--- src/rtl/spram_fifo_arbiter.sv ---
// rtl/spram_fifo_arbiter.sv - single-port SPRAM sequencer for the UART byte FIFO
//
// Serializes RX byte writes and paced TX reads onto one SPRAM port, at most one
// access per cycle, and owns the FIFO pointers, occupancy and status flags.
// Writes go through a one-entry holding register and always win over reads.
//
// Optional feature macro: SPRAM_FIFO_PACING_EN
//   defined   - a read may only start on pace_tick (counter wraps every PACE_DIV clks)
//   undefined - no pace counter; reads start whenever the FIFO is idle and has data
//
// Ports:
//   clk, reset          system clock, synchronous active-high reset
//   wr_data, wr_strobe  byte from RX with one-cycle write request
//   rd_ready            consumer can accept a byte
//   rd_data, rd_strobe  byte read from FIFO, one-cycle valid pulse
//   data_available      count != 0
//   full                count == 2**ADDR_W
//   count               occupancy
//   overflow            sticky, a byte was dropped
//   ram_addr, ram_wdata, ram_maskwren, ram_wren, ram_rdata  SPRAM port

module spram_fifo_arbiter #(
    parameter int ADDR_W   = 14,
    parameter int PACE_DIV = 524288
) (
    input  logic              clk,
    input  logic              reset,
    input  logic [7:0]        wr_data,
    input  logic              wr_strobe,
    input  logic              rd_ready,
    output logic [7:0]        rd_data,
    output logic              rd_strobe,
    output logic              data_available,
    output logic              full,
    output logic [ADDR_W:0]   count,
    output logic              overflow,
    output logic [ADDR_W-1:0] ram_addr,
    output logic [15:0]       ram_wdata,
    output logic [3:0]        ram_maskwren,
    output logic              ram_wren,
    input  logic [15:0]       ram_rdata
);

    localparam logic [ADDR_W:0] DEPTH_CNT = {1'b1, {ADDR_W{1'b0}}};

    typedef enum logic [1:0] {
        IDLE    = 2'd0,
        WRITE   = 2'd1,
        RD_ADDR = 2'd2,
        RD_CAP  = 2'd3
    } state_t;

    state_t state;
    state_t state_next;

    logic [ADDR_W-1:0] wptr;
    logic [ADDR_W-1:0] rptr;
    logic [ADDR_W-1:0] addr_q;
    logic [ADDR_W:0]   count_q;
    logic              hold_valid;
    logic [7:0]        hold_data;
    logic [7:0]        rd_data_q;
    logic              rd_strobe_q;
    logic              overflow_q;
    logic              pace_tick;
    logic              hold_drain;

    // Only the low byte of each SPRAM word carries FIFO data.
    logic unused_rdata_hi;
    assign unused_rdata_hi = ^ram_rdata[15:8];

`ifdef SPRAM_FIFO_PACING_EN
    localparam int PACE_W = (PACE_DIV > 1) ? $clog2(PACE_DIV) : 1;

    logic [PACE_W-1:0] pace_cnt;

    always_ff @(posedge clk) begin
        if (reset) begin
            pace_cnt <= '0;
        end else if (pace_cnt == PACE_W'(PACE_DIV - 1)) begin
            pace_cnt <= '0;
        end else begin
            pace_cnt <= pace_cnt + PACE_W'(1);
        end
    end

    assign pace_tick = (pace_cnt == '0);
`else
    // PACE_DIV has no effect when pacing is compiled out.
    localparam int unused_pace_div = PACE_DIV;

    assign pace_tick = 1'b1;
`endif

    assign full           = (count_q == DEPTH_CNT);
    assign data_available = (count_q != '0);
    assign count          = count_q;
    assign rd_data        = rd_data_q;
    assign rd_strobe      = rd_strobe_q;
    assign overflow       = overflow_q;
    assign hold_drain     = (state == WRITE);

    // State register
    always_ff @(posedge clk) begin
        if (reset) begin
            state <= IDLE;
        end else begin
            state <= state_next;
        end
    end

    // Next-state logic: a pending write always beats a read. A read is not
    // started while the previous byte's strobe is still showing, so the
    // consumer gets a cycle to drop rd_ready.
    always_comb begin
        state_next = state;
        case (state)
            IDLE: begin
                if (hold_valid) begin
                    state_next = WRITE;
                end else if (data_available && rd_ready && pace_tick && !rd_strobe_q) begin
                    state_next = RD_ADDR;
                end
            end
            WRITE:   state_next = IDLE;
            RD_ADDR: state_next = RD_CAP;
            RD_CAP:  state_next = IDLE;
            default: state_next = IDLE;
        endcase
    end

    // Output logic: the address is driven live in the access cycle so the
    // SPRAM samples it at the end of that cycle; otherwise the last used
    // address is held.
    always_comb begin
        ram_addr     = addr_q;
        ram_wren     = 1'b0;
        ram_wdata    = {8'h00, hold_data};
        ram_maskwren = 4'b0011;
        case (state)
            WRITE: begin
                ram_addr = wptr;
                ram_wren = !full;
            end
            RD_ADDR: begin
                ram_addr = rptr;
            end
            default: ;
        endcase
    end

    // Datapath: pointers, count, holding register, read capture, flags.
    // Only WRITE changes count upward and only RD_ADDR downward, and they are
    // distinct states, so count never has two sources in one cycle.
    always_ff @(posedge clk) begin
        if (reset) begin
            wptr        <= '0;
            rptr        <= '0;
            addr_q      <= '0;
            count_q     <= '0;
            hold_valid  <= 1'b0;
            hold_data   <= 8'h00;
            rd_data_q   <= 8'h00;
            rd_strobe_q <= 1'b0;
            overflow_q  <= 1'b0;
        end else begin
            rd_strobe_q <= (state == RD_CAP);
            if (state == RD_CAP) begin
                rd_data_q <= ram_rdata[7:0];
            end

            // A strobe landing on the drain cycle refills the hold directly.
            if (wr_strobe && (!hold_valid || hold_drain)) begin
                hold_valid <= 1'b1;
                hold_data  <= wr_data;
            end else if (hold_drain) begin
                hold_valid <= 1'b0;
            end

            if (wr_strobe && hold_valid && !hold_drain) begin
                overflow_q <= 1'b1;
            end

            if (state == WRITE) begin
                addr_q <= wptr;
                if (full) begin
                    overflow_q <= 1'b1;
                end else begin
                    wptr    <= wptr + ADDR_W'(1);
                    count_q <= count_q + (ADDR_W + 1)'(1);
                end
            end

            if (state == RD_ADDR) begin
                addr_q  <= rptr;
                rptr    <= rptr + ADDR_W'(1);
                count_q <= count_q - (ADDR_W + 1)'(1);
            end
        end
    end

endmodule

--- config.mk ---
export PLATFORM = sky130hd
export DESIGN_NAME = spram_fifo_arbiter
export DESIGN_NICKNAME = d
export VERILOG_FILES = /design/src/rtl/spram_fifo_arbiter.sv
export SDC_FILE = /design/constraint.sdc
export NUM_CORES = 1
export LEC_CHECK = 0
export BUFFER_PORTS_ARGS = -buffer_cell sky130_fd_sc_hd__buf_2
export CORE_MARGIN = 5
export CORE_UTILIZATION = 50
export CTS_CLUSTER_DIAMETER = 150
export CTS_CLUSTER_SIZE = 20
export DETAILED_ROUTE_END_ITERATION = 7
export GPL_TIMING_DRIVEN = 0
export PLACE_DENSITY = 0.74
export RECOVER_POWER = 100
export SYNTH_ARGS = -nofsm -noshare
export SYNTH_HDL_FRONTEND = slang
export SYNTH_SLANG_ARGS = --single-unit
export TNS_END_PERCENT = 5
--- constraint.sdc ---
create_clock -name clk -period 7.1 [get_ports clk]
set_input_delay 0.355 -clock clk [delete_from_list [all_inputs] [get_ports clk]]
set_output_delay 0.355 -clock clk [all_outputs]
set_load 0.01 [all_outputs]
After elaboration in Yosys (flattened, before gate mapping). Index checks and enable logic that the tools add are counted.

Bits of input ports: 28. Register bits: 78. Logic and storage cells: 53.

Bitwise logic cells: 1. Equal/unequal tests: 6. Reductions and logical operators: 17. $add $sub $neg: 4. Mux-type cells: 15.

Operators with widths (number): 15-bit 2-to-1 mux (3); 14-bit by 1-bit adder with 14-bit output, second input constant (2); 14-bit 2-to-1 mux (2); 14-bit case mux with 2 select lines (1); 15-bit by 1-bit adder with 15-bit output, second input constant (1); 15-bit equality test, second input constant (1); 15-bit nonzero test (1); 15-bit by 1-bit subtractor with 15-bit output, second input constant (1); 1-bit 2-to-1 mux (6); 2-bit case mux with 3 select lines (1); 1-bit logical AND (5); 2-bit equality test, second input constant (2); 1-bit zero test (4); 2-bit 2-to-1 mux (2); 2-bit AND reduction (2); 2-bit nonzero test (2); 3-bit inequality test, second input constant (1); 2-bit by 1-bit equality test with 1-bit output, second input constant (1); 2-bit zero test (1); 2-bit by 1-bit inequality test with 1-bit output, second input constant (1); 2-bit OR reduction (1); 1-bit logical OR (1); 1-bit NOT (1).

Depth between registers and ports, before layout. Gate-level depths: netlist of the first run.

Word-level depth: 6. Depth in mapped cells: 14. Mapped depth without buffers: 10.

Worst setup path before layout of the first run. No wires, ideal clock.

Kind: reg-to-reg. From: reg state[0]. To: reg count_q[10] (netlist: count[10]). Path slack: 3744 ps. Stages on the path, launching flop included: 15. Setup time: 123 ps. Clock period less this slack: 3356 ps. Data required time: 6977 ps. Data arrival time: 3232 ps. Cells stage by stage: dfxtp_1 inv_1 ha_1 buf_2 buf_2 buf_2 buf_2 xor2_1 ha_1 a21boi_1 o22ai_1 or3_1 a32o_1 mux2i_1 mux2_1.

Longest elaborated chain between the ends: 3. Elaborated cells on any way between the ends: 6.

RTL lines: start, declared (RTL line 53) `state_t state;`; start signal, assigned (RTL line 108) `state <= state_next;`; 2-bit equality test / 2-bit by 1-bit equality test with 1-bit output (equally long branches) (RTL line 194, 184); 2-bit by 1-bit inequality test with 1-bit output (no source line) / 2-bit nonzero test (equally long branches); 2-bit AND reduction (no source line); end signal, assigned (RTL line 190) `count_q <= count_q + (ADDR_W + 1)'(1);`; end signal, assigned (RTL line 197) `count_q <= count_q - (ADDR_W + 1)'(1);`; end, declared (RTL line 59) `logic [ADDR_W:0] count_q;`.

Parallel ways exist; a longest one is shown, timed or not. A chain may end at the register's enable or synchronous reset.

Final worst setup path of the first run. Ends and elaborated chain as after synthesis.

==> qor.tcl, run 1 <==
set qor(clock_tree_from_tritoncts) {built}
set qor(first_iter_violations) 261
set qor(critical_path.cell_chain) {inv_1 > ha_1 > clkbuf_1 > clkbuf_1 > clkbuf_1 > clkbuf_1 > xor2_1 > ha_1 > a21boi_0 > o22ai_1 > or3_1 > a32o_1 > mux2i_1 > mux2_1}
set qor(portBuffers) 68
set qor(synth.distinct_cells) 61
set qor(die_x_um) 105
set qor(failing_checks) {capacitance limit, slew limit}
set qor(final_core_utilization_pct) 57.8
set qor(p_leak_nw) 1.86
set qor(grt_antenna_before_repair) 0
set qor(cp_common_cell) {clkbuf_1}
set qor(layout.cells.non_filler) 743
set qor(internal_power_mw) 1.05
set qor(grt_first_pass_wirelength_um) 19600
set qor(final.min_clock_period_ps) 4950
set qor(hold_viol) 0
set qor(post_synth_top_area_share_pct) 34.7
set qor(h-tree-depth) 3
set qor(placed_wire_length_estimate_after_detailed_placement_um) 8890
set qor(yosysSeqAreaShare_pct) 34.7
set qor(insertedDiodeCount) 0
set qor(antenna_nets_post_route) 0
set qor(ctsRootBufferMaster) {clkbuf_8}
set qor(core_region_area_um2) 8760
set qor(worstPathArrival_ps) 5210
set qor(setup_viol) 0
set qor(finalNetCount) 667
set qor(worst_slew_margin_relative_to_its_limit_pct) -5.38
set qor(crit_path_start_kind) {flip-flop}
set qor(clock_sink_count) 78
set qor(timing.hold.worst.class) {in2reg}
set qor(finalCritPeriodShare_pct) 69.7
set qor(grt_use_total_pct) 21.2
set qor(crit_path_capture_type) {flip-flop}
set qor(postSynth.topFlopCell) {dfxtp_1}
set qor(mappedNetlistArea_um2) 4510
set qor(finalWeightedCongestion) 0.911
set qor(worstPathMaxFanout) 10
set qor(grt_start_max_net_pins) 16
set qor(slew_viol_final) 9
set qor(synth_enable_flop_cells) 0
set qor(rsz0062_at_grt) {no}
set qor(max_freq_mhz) 202
set qor(yosys_register_bits) 78
set qor(timing.critical_path.slowest_cell_delay_ps) 650
set qor(io_count) 90
set qor(postLayoutSetupSlackWorst_ps) 2150
set qor(grt_pass1_vias) 3932
set qor(flow.area_growth_from_synthesis_pct) 12.5
set qor(clk_latency_ps) 360
set qor(worst_ir_drop_vdd_mv) 0.170
set qor(drt-pass1-iter-count) 5
set qor(synth_top_cells_by_area) {dfxtp_1 35%, mux2i_1 8.0%, nor2_1 7.2%, a21oi_1 3.4%, xnor2_1 3.1%}
set qor(netlist_instances) 541
set qor(critPathRequiredTime_ps) 7360
set qor(placedCellCount) 727
set qor(post_route_cells_drive_above_1_share_pct) 9.92
set qor(initial_core_util_pct) 51.4
set qor(switching_power_mw) 1.02
set qor(cts_resized) 0
set qor(swShare_pct) 49.4
set qor(finClkSkew_ps) 14.7
set qor(overall_die_area_um2) 11000
set qor(seqPwrFrac_pct) 28.4
set qor(clockBufferDepth) 2
set qor(dr_total_vias) 4297
set qor(floorplan.rows) 34
set qor(clkSlewWorstSetupHoldPaths_ps) 100
set qor(async_flop_share_pct) 0
set qor(routed_via_density) 5.78
set qor(post-layout-total-power_mw) 2.07
set qor(holdBufCountCts) 0
set qor(p_comb_share_pct) 56.2
set qor(wirelength_um) 12100
set qor(fin_tns_setup_ps) 0
set qor(total_congestion_overflow_after_global_routing) 0
set qor(syn_avg_cell_area_um2) 8.33
set qor(power_density_nw_per_um2) 408
set qor(dieHeight_um) 105
set qor(outcome) {finished, violations left}
set qor(detail_route.drc_violations) 0
set qor(worst_pin_slew_ps) 1560
set qor(total_of_warnings_raised_by_yosys) 0
set qor(clockPowerShare_pct) 15.4
set qor(cap_violations) 1
set qor(place_worst_setup_slack_ps) 3140
set qor(synth_largest_area_cell) {dfxtp_1}
set qor(worst-setup-path-type) {reg2reg}
set qor(post-cts-setup-buffers) 0
set qor(critPathSlowestCell) {clkbuf_1}
set qor(wire_per_inst_um) 16.3
set qor(cts-buffers-inserted) 9
## cell usage after synthesis (4+ instances only)
cell,number
a21oi_1,31
nand3_1,13
nor3_1,10
nor4_1,4
inv_1,16
nand4_1,11
ha_1,9
clkbuf_1,23
nor2b_1,11
mux2i_1,36
xor2_1,13
buf_4,14
a22oi_1,14
or3_1,11
xnor2_1,16
mux2_2,4
and3_1,8
nor2_1,87
a211oi_1,15
nand2_1,23
o21ai_0,15
buf_2,12
dfxtp_1,78
## per-stage QoR
stage / cell area [µm²] / hold slack (ps)
5_1_grt: 5070 / 239
6_report: 5070 / 229
4_1_cts: 5200 / 226
3_5_place_dp: 5020 / 464
3_3_place_gp: 5020 / 468
2_1_floorplan: 4540 / 468
## path summary, 6_finish.rpt
kind	from	depth (start not counted)	slack, ps	end
worst min-delay path	wr_data[4]	3	230	hold_data[4]$_SDFFE_PP0P_
worst max register to register	state[0]$_SDFFE_PP0P_	14	2150	count[10]$_SDFFE_PP0P_
worst min register to register	overflow$_SDFF_PP0_	2	480	overflow$_SDFF_PP0_
worst max-delay path	state[0]$_SDFFE_PP0P_	14	2150	count[10]$_SDFFE_PP0P_
## flip-flops by register name, summed over array words and instances, names as in the netlist
name	count
rd_data	8
rptr	14
rd_strobe	1
overflow	1
hold_valid	1
hold_data	8
state	2
count	15
wptr	14
addr_q	14
## cell families after synthesis
group / share of synthesized area (%)
simple gates: 22.1
compound gates: 17.9
flops: 34.7
buf+inv: 7.58
mux: 9.50
xor+xnor: 5.64
fa+ha+maj: 2.50
other cells: 0.167
## area by class of cell
| type | count | area, µm² |
|---|---|---|
| Fill cell | 842 | 3690 |
| Multi-Input combinational cell | 404 | 2600 |
| Sequential cell | 78 | 1560 |
| Timing Repair Buffer | 68 | 278 |
| Buffer | 53 | 256 |
| Tap cell | 108 | 135 |
| Clock buffer | 9 | 124 |
| Inverter | 16 | 60.1 |
| Clock inverter | 7 | 57.6 |
## per-layer routing
metal | global-route usage (%) | routed length, µm
met1 | 29.5 | 5580
met2 | 33.5 | 5450
met3 | 3.88 | 983
met4 | 6.30 | 85
met5 | 0 | 0
## power groups by stage
stage,sequential (mW),clock (mW),combinational (mW)
after global routing,0.598,0.341,1.28
after global placement,0.595,0,1.21
final,0.588,0.318,1.16
after floorplan,0.601,0,0.854
after detailed placement,0.599,0,1.23
after CTS,0.589,0.323,1.24
## critical path, delay by kind of cell (launching register included)
kind | cells | cell delay (ps)
adder cells (fa/ha/maj) | 2 | 540
XOR/XNOR | 1 | 200
multiplexers | 2 | 540
AO/OA/AOI/OAI | 3 | 730
AND/OR/NAND/NOR | 1 | 440
buffers and inverters | 5 | 2050
flip-flops | 1 | 350
## placed cells by master (no fill, tap or decap), types with 4 or more instances in the layout
master	netlist	routed
a211oi_1	15	15
a21boi_0	3	4
a21oi_1	31	31
a22oi_1	14	14
and3_1	8	8
buf_2	12	22
buf_4	14	14
clkbuf_1	23	85
clkbuf_8	0	9
conb_1	2	12
dfxtp_1	78	78
ha_1	9	9
inv_1	16	16
mux2_2	4	4
mux2i_1	36	36
nand2_1	23	23
nand3_1	13	13
nand4_1	11	11
nor2_1	87	87
nor2b_1	11	11
nor3_1	10	10
nor4_1	4	5
o21ai_0	15	16
o311ai_0	2	4
or3_1	11	11
xnor2_1	16	16
xor2_1	13	13
Power figures use the tool's default switching activity.
==> run 2: changes to the inputs <==
--- a/config.mk
+++ b/config.mk
@@ -5,6 +5,7 @@
 export SDC_FILE = /design/constraint.sdc
 export NUM_CORES = 1
 export LEC_CHECK = 0
+export ABC_AREA = 1
 export BUFFER_PORTS_ARGS = -buffer_cell sky130_fd_sc_hd__buf_2
 export CORE_MARGIN = 5
 export CORE_UTILIZATION = 50
@@ -12,7 +13,7 @@
 export CTS_CLUSTER_SIZE = 20
 export DETAILED_ROUTE_END_ITERATION = 7
 export GPL_TIMING_DRIVEN = 0
-export PLACE_DENSITY = 0.74
+export PLACE_DENSITY = 0.73
 export RECOVER_POWER = 100
 export SYNTH_ARGS = -nofsm -noshare
 export SYNTH_HDL_FRONTEND = slang
==> constraint.sdc (replaced) <==
create_clock -name clk -period 5 [get_ports clk]
set_input_delay 0.25 -clock clk [delete_from_list [all_inputs] [get_ports clk]]
set_output_delay 0.25 -clock clk [all_outputs]
set_load 0.01 [all_outputs]
==> qor.tcl, run 2 <==
set qor(dieHeight_um) 107
set qor(worstPathArrival_ps) 2710
set qor(dr_total_vias) 5011
set qor(antenna_nets_post_route) 0
set qor(grt_pass1_vias) 4641
set qor(total_of_warnings_raised_by_yosys) 0
set qor(area_occupied_by_multi_input_gates_um2) 2530
set qor(clock_sink_count) 78
set qor(io_count) 90
set qor(grt_antenna_before_repair) 0
set qor(grt_start_max_net_pins) 15
set qor(ctsRootBufferMaster) {clkbuf_8}
set qor(clkSlewWorstSetupHoldPaths_ps) 90
set qor(async_flop_share_pct) 0
set qor(post-synth-top-count-cell) {nand2_1}
set qor(finalCritPeriodShare_pct) 59.2
set qor(yosysSeqAreaShare_pct) 33.5
set qor(holdBufCountCts) 0
set qor(yosys_register_bits) 78
set qor(mappedNetlistArea_um2) 4670
set qor(post_route_cells_drive_above_1_share_pct) 7.68
set qor(overall_die_area_um2) 11400
set qor(worstPathMaxFanout) 10
set qor(first_iter_violations) 265
set qor(netlist_instances) 739
set qor(most_common_cell_after_layout_fill_and_taps_aside) {nand2_1}
set qor(slew_viol_final) 0
set qor(post_synth_top_area_share_pct) 33.5
set qor(placed_wire_length_estimate_after_detailed_placement_um) 9910
set qor(wirelength_um) 13100
set qor(postLayoutSetupSlackWorst_ps) 2040
set qor(grt_use_total_pct) 23.5
set qor(worst_slew_margin_relative_to_its_limit_pct) 56.4
set qor(floorplan.rows) 35
set qor(cts-buffers-inserted) 9
set qor(final_core_utilization_pct) 57.9
set qor(mostFrequentLayoutCells) {181 x nand2_1, 100 x inv_1, 82 x nor2_1, 79 x a21oi_1, 78 x dfxtp_1}
set qor(initial_core_util_pct) 51.0
set qor(setup_viol) 0
set qor(finalWeightedCongestion) 0.950
set qor(crit_path_capture_type) {output port}
set qor(placedInstanceArea_um2) 5180
set qor(hold-worst-slack_ps) 103
set qor(clockBufferDepth) 2
set qor(clock_tree_from_tritoncts) {built}
set qor(worst_ir_drop_vdd_mv) 0.248
set qor(core_region_area_um2) 9150
set qor(whs_path_depth) 3
set qor(drt-pass1-iter-count) 5
set qor(design_area_um2) 5300
set qor(synth.distinct_cells) 32
set qor(timing.hold.worst.class) {in2reg}
set qor(sequential_cell_area_um2) 1560
set qor(synth_top_cells_by_area) {dfxtp_1 33%, nand2_1 14%, a21oi_1 8.5%, inv_1 8.0%, nor2_1 6.4%}
set qor(fin_tns_setup_ps) 0
set qor(portBuffers) 68
set qor(synth.cells.most_frequent) {180 x nand2_1, 99 x inv_1, 80 x nor2_1, 79 x a21oi_1, 78 x dfxtp_1}
set qor(place_worst_setup_slack_ps) 2510
set qor(grt_first_pass_wirelength_um) 21700
set qor(outcome) {completed}
set qor(postSynth.topFlopCell) {dfxtp_1}
set qor(worst_pin_slew_ps) 654
set qor(flow.area_growth_from_synthesis_pct) 13.6
set qor(rsz0062_at_grt) {no}
set qor(cts_resized) 0
set qor(syn_avg_cell_area_um2) 6.32
set qor(wire_per_inst_um) 13.9
set qor(worst_reg2reg_startpoint) {state[0]$_SDFFE_PP0P_}
set qor(die_x_um) 107
set qor(critPathRequiredTime_ps) 4750
set qor(hold_viol) 0
set qor(finClkSkew_ps) 10.5
set qor(cap_violations) 0
set qor(power_density_nw_per_um2) 517
set qor(detail_route.drc_violations) 0
set qor(worst-setup-path-type) {reg2out}
set qor(clk_latency_ps) 360
set qor(h-tree-depth) 3
set qor(post-cts-setup-buffers) 0
set qor(hold_path_startpoint) {ram_rdata[7]}
set qor(final.min_clock_period_ps) 2960
set qor(largest_register_ff_count) 15
set qor(total_congestion_overflow_after_global_routing) 0
set qor(finalNetCount) 865
set qor(num-fill-cells) 957
set qor(p_leak_nw) 2.33
set qor(critical_path.startpoint) {state[0]$_SDFFE_PP0P_}
set qor(routed_via_density) 5.31
set qor(synth_largest_area_cell) {dfxtp_1}
set qor(insertedDiodeCount) 0
set qor(max_freq_mhz) 338
set qor(crit_path_start_kind) {flip-flop}
set qor(ff2ff_path_depth) 16
set qor(synth_enable_flop_cells) 0
run 2: changes by cell type after synthesis, sizes merged, moves of 15 or more:
cell    previous run  this run
inv               16       101
mux2i             36         0
a21oi             32        79
a211oi            15         0
o21ai             18        56
nand3             13        40
nand2             23       184
run 2: per-stage QoR:
stage	total power [mW]	cells
4_1_cts	2.78	944
3_3_place_gp	2.25	928
3_5_place_dp	2.27	928
5_1_grt	2.98	944
6_report	2.74	944
2_1_floorplan	1.87	749
run 2: logic make-up (layout without fill, tap and decap cells):
family / count (synthesis) / count (layout) / synth area share, %
flip-flops: 78 / 78 / 33.5
other: 2 / 12 / 0.161
AND/OR/NAND/NOR: 342 / 342 / 31.0
XOR/XNOR: 18 / 18 / 3.54
buffers and inverters: 140 / 224 / 12.9
AO/OA/AOI/OAI: 150 / 150 / 16.5
adder cells (fa/ha/maj): 9 / 9 / 2.41
run 2: worst paths after layout:
path                              to  slack, ps
max                      ram_addr[8]       2040
min          rd_data[7]$_SDFFE_PP0P_        100
max reg2reg    count[8]$_SDFFE_PP0P_       2130
min reg2reg   addr_q[8]$_SDFFE_PP0N_        480
run 2: critical path, cell delays in order (launching register included):
cell,delay [ps]
dfxtp_1,370
inv_1,120
ha_1,340
inv_1,210
clkbuf_1,460
clkbuf_1,410
o22ai_1,170
nand2_1,90
nand2_1,60
clkbuf_1,120
run 2: where the power goes:
| group | switching (mW) | internal [mW] |
|---|---|---|
| sequential | 0.101 | 0.742 |
| combinational | 0.963 | 0.430 |
| clock | 0.257 | 0.247 |
run 2: final cells by class:
cell class / instances / area share (%)
Clock inverter: 6 / 1.30
Sequential cell: 78 / 29.5
Multi-Input combinational cell: 531 / 47.7
Tap cell: 111 / 2.62
Timing Repair Buffer: 68 / 5.29
Inverter: 102 / 7.22
Clock buffer: 10 / 2.60
Buffer: 38 / 3.85
run 2: routing by layer:
layer	track usage, %	wire length [µm]
met5	0	0
met3	4.39	955
met4	9.86	274
met2	39.5	6220
met1	29.4	5680
==> run 3: changes to the inputs <==
==> constraint.sdc (replaced) <==
create_clock -name clk -period 2.8 [get_ports clk]
set_input_delay 0.14 -clock clk [delete_from_list [all_inputs] [get_ports clk]]
set_output_delay 0.14 -clock clk [all_outputs]
set_load 0.01 [all_outputs]
==> qor.tcl, run 3 (same netlist as run 2, synthesis figures left out) <==
set qor(clock_sink_count) 78
set qor(clkSlewWorstSetupHoldPaths_ps) 90
set qor(placedInstanceArea_um2) 5180
set qor(clk_latency_ps) 360
set qor(drt-pass1-iter-count) 8
set qor(finalWeightedCongestion) 0.950
set qor(rsz0062_at_grt) {no}
set qor(crit_path_start_kind) {flip-flop}
set qor(grt_antenna_before_repair) 0
set qor(final_core_utilization_pct) 59.4
set qor(initial_core_util_pct) 51.0
set qor(postLayoutSetupSlackWorst_ps) 234
set qor(layout.cells.non_filler) 955
set qor(cts-buffers-inserted) 9
set qor(h-tree-depth) 3
set qor(critPathRequiredTime_ps) 2660
set qor(placedCellCount) 928
set qor(seqPwrFrac_pct) 30.6
set qor(fin_tns_setup_ps) 0
set qor(slew_viol_final) 0
set qor(wirelength_um) 13300
set qor(timing.hold.worst.class) {in2reg}
set qor(clockBufferDepth) 2
set qor(finClkSkew_ps) 9.77
set qor(most_common_cell_after_layout_fill_and_taps_aside) {nand2_1}
set qor(overall_die_area_um2) 11400
set qor(swShare_pct) 48.1
set qor(antenna_nets_post_route) 0
set qor(whs_path_depth) 3
set qor(dr_total_vias) 5069
set qor(core_region_area_um2) 9150
set qor(design_area_um2) 5440
set qor(post-layout-total-power_mw) 4.92
set qor(p_leak_nw) 2.39
set qor(hold_viol) 0
set qor(worst_slew_margin_relative_to_its_limit_pct) 55.5
set qor(insertedDiodeCount) 0
set qor(max_freq_mhz) 390
set qor(grt_use_total_pct) 23.8
set qor(clockPowerShare_pct) 18.1
set qor(total_congestion_overflow_after_global_routing) 0
set qor(hold-worst-slack_ps) 13.0
set qor(worst_ir_drop_vdd_mv) 0.444
set qor(place_worst_setup_slack_ps) 313
set qor(wire_per_inst_um) 13.9
set qor(routed_via_density) 5.31
set qor(switching_power_mw) 2.37
set qor(p_comb_share_pct) 51.3
set qor(power_density_nw_per_um2) 906
set qor(ctsRootBufferMaster) {clkbuf_8}
set qor(setup_viol) 0
set qor(worst_pin_slew_ps) 667
set qor(floorplan.rows) 35
set qor(largest_register_ff_count) 15
set qor(finalNetCount) 876
set qor(worstPathMaxFanout) 10
set qor(mostFrequentLayoutCells) {180 x nand2_1, 99 x inv_1, 81 x nor2_1, 79 x a21oi_1, 78 x dfxtp_1}
set qor(grt_first_pass_wirelength_um) 22100
set qor(internal_power_mw) 2.56
set qor(portBuffers) 68
set qor(finalCritPeriodShare_pct) 91.6
set qor(final.min_clock_period_ps) 2570
set qor(io_count) 90
set qor(detail_route.drc_violations) 0
set qor(ff2ff_path_depth) 16
set qor(post_route_cells_drive_above_1_share_pct) 8.18
set qor(cap_violations) 0
set qor(crit_path_capture_type) {output port}
set qor(worst-setup-path-type) {reg2out}
set qor(grt_pass1_vias) 4722
set qor(worstPathArrival_ps) 2430
set qor(placed_wire_length_estimate_after_detailed_placement_um) 9910
set qor(post-cts-setup-buffers) 0
set qor(grt_start_max_net_pins) 15
set qor(clock_tree_from_tritoncts) {built}
set qor(die_x_um) 107
set qor(flow.area_growth_from_synthesis_pct) 16.5
set qor(outcome) {completed}
set qor(first_iter_violations) 274
set qor(dieHeight_um) 107
run 3: routing by layer:
metal | part of all wire [%] | GRT usage [%] | vias to the layer above
met5 | 0 | 0 | -
met4 | 1.8 | 10.0 | 0
met3 | 6.9 | 4.46 | 25
met2 | 48 | 40.3 | 181
met1 | 43 | 29.7 | 2322
li1 | - | - | 2541
run 3: power by group through the flow:
stage | clock network (mW) | logic, mW | registers [mW]
after floorplan | 0 | 1.78 | 1.56
after global placement | 0 | 2.50 | 1.52
after detailed placement | 0 | 2.54 | 1.52
after CTS | 0.917 | 2.56 | 1.50
after global routing | 0.976 | 2.84 | 1.54
final | 0.893 | 2.52 | 1.51
run 3: final cells by class:
type | instances | area [µm²]
Clock buffer | 10 | 138
Multi-Input combinational cell | 531 | 2540
Sequential cell | 78 | 1560
Buffer | 37 | 209
Clock inverter | 6 | 68.8
Fill cell | 944 | 3720
Tap cell | 111 | 139
Inverter | 102 | 383
Timing Repair Buffer | 80 | 400
run 3: critical path, cell delays in order, from the launching register on:
cell and delay, ps:
dfxtp_1 360, inv_1 110, ha_1 300, clkbuf_1 200
inv_2 200, clkbuf_1 450, nand2_1 150, nand2_1 130
clkbuf_1 160
run 3: what timing repair did:
| action | 4_1_cts | 5_1_grt |
|---|---|---|
| endpoints found under the hold margin | 11 | 1 |
| gates resized for setup | 0 | 0 |
| endpoints found under the setup margin | 0 | 7 |
| hold buffers | 11 | 1 |
run 3: worst paths after layout:
| path | endpoint | startpoint | slack [ps] |
|---|---|---|---|
| max | ram_addr[1] | state[0]$_SDFFE_PP0P_ | 230 |
| min | hold_data[4]$_SDFFE_PP0P_ | wr_data[4] | 10 |
| max reg2reg | count[8]$_SDFFE_PP0P_ | state[0]$_SDFFE_PP0P_ | 270 |
| min reg2reg | addr_q[8]$_SDFFE_PP0N_ | addr_q[8]$_SDFFE_PP0N_ | 480 |
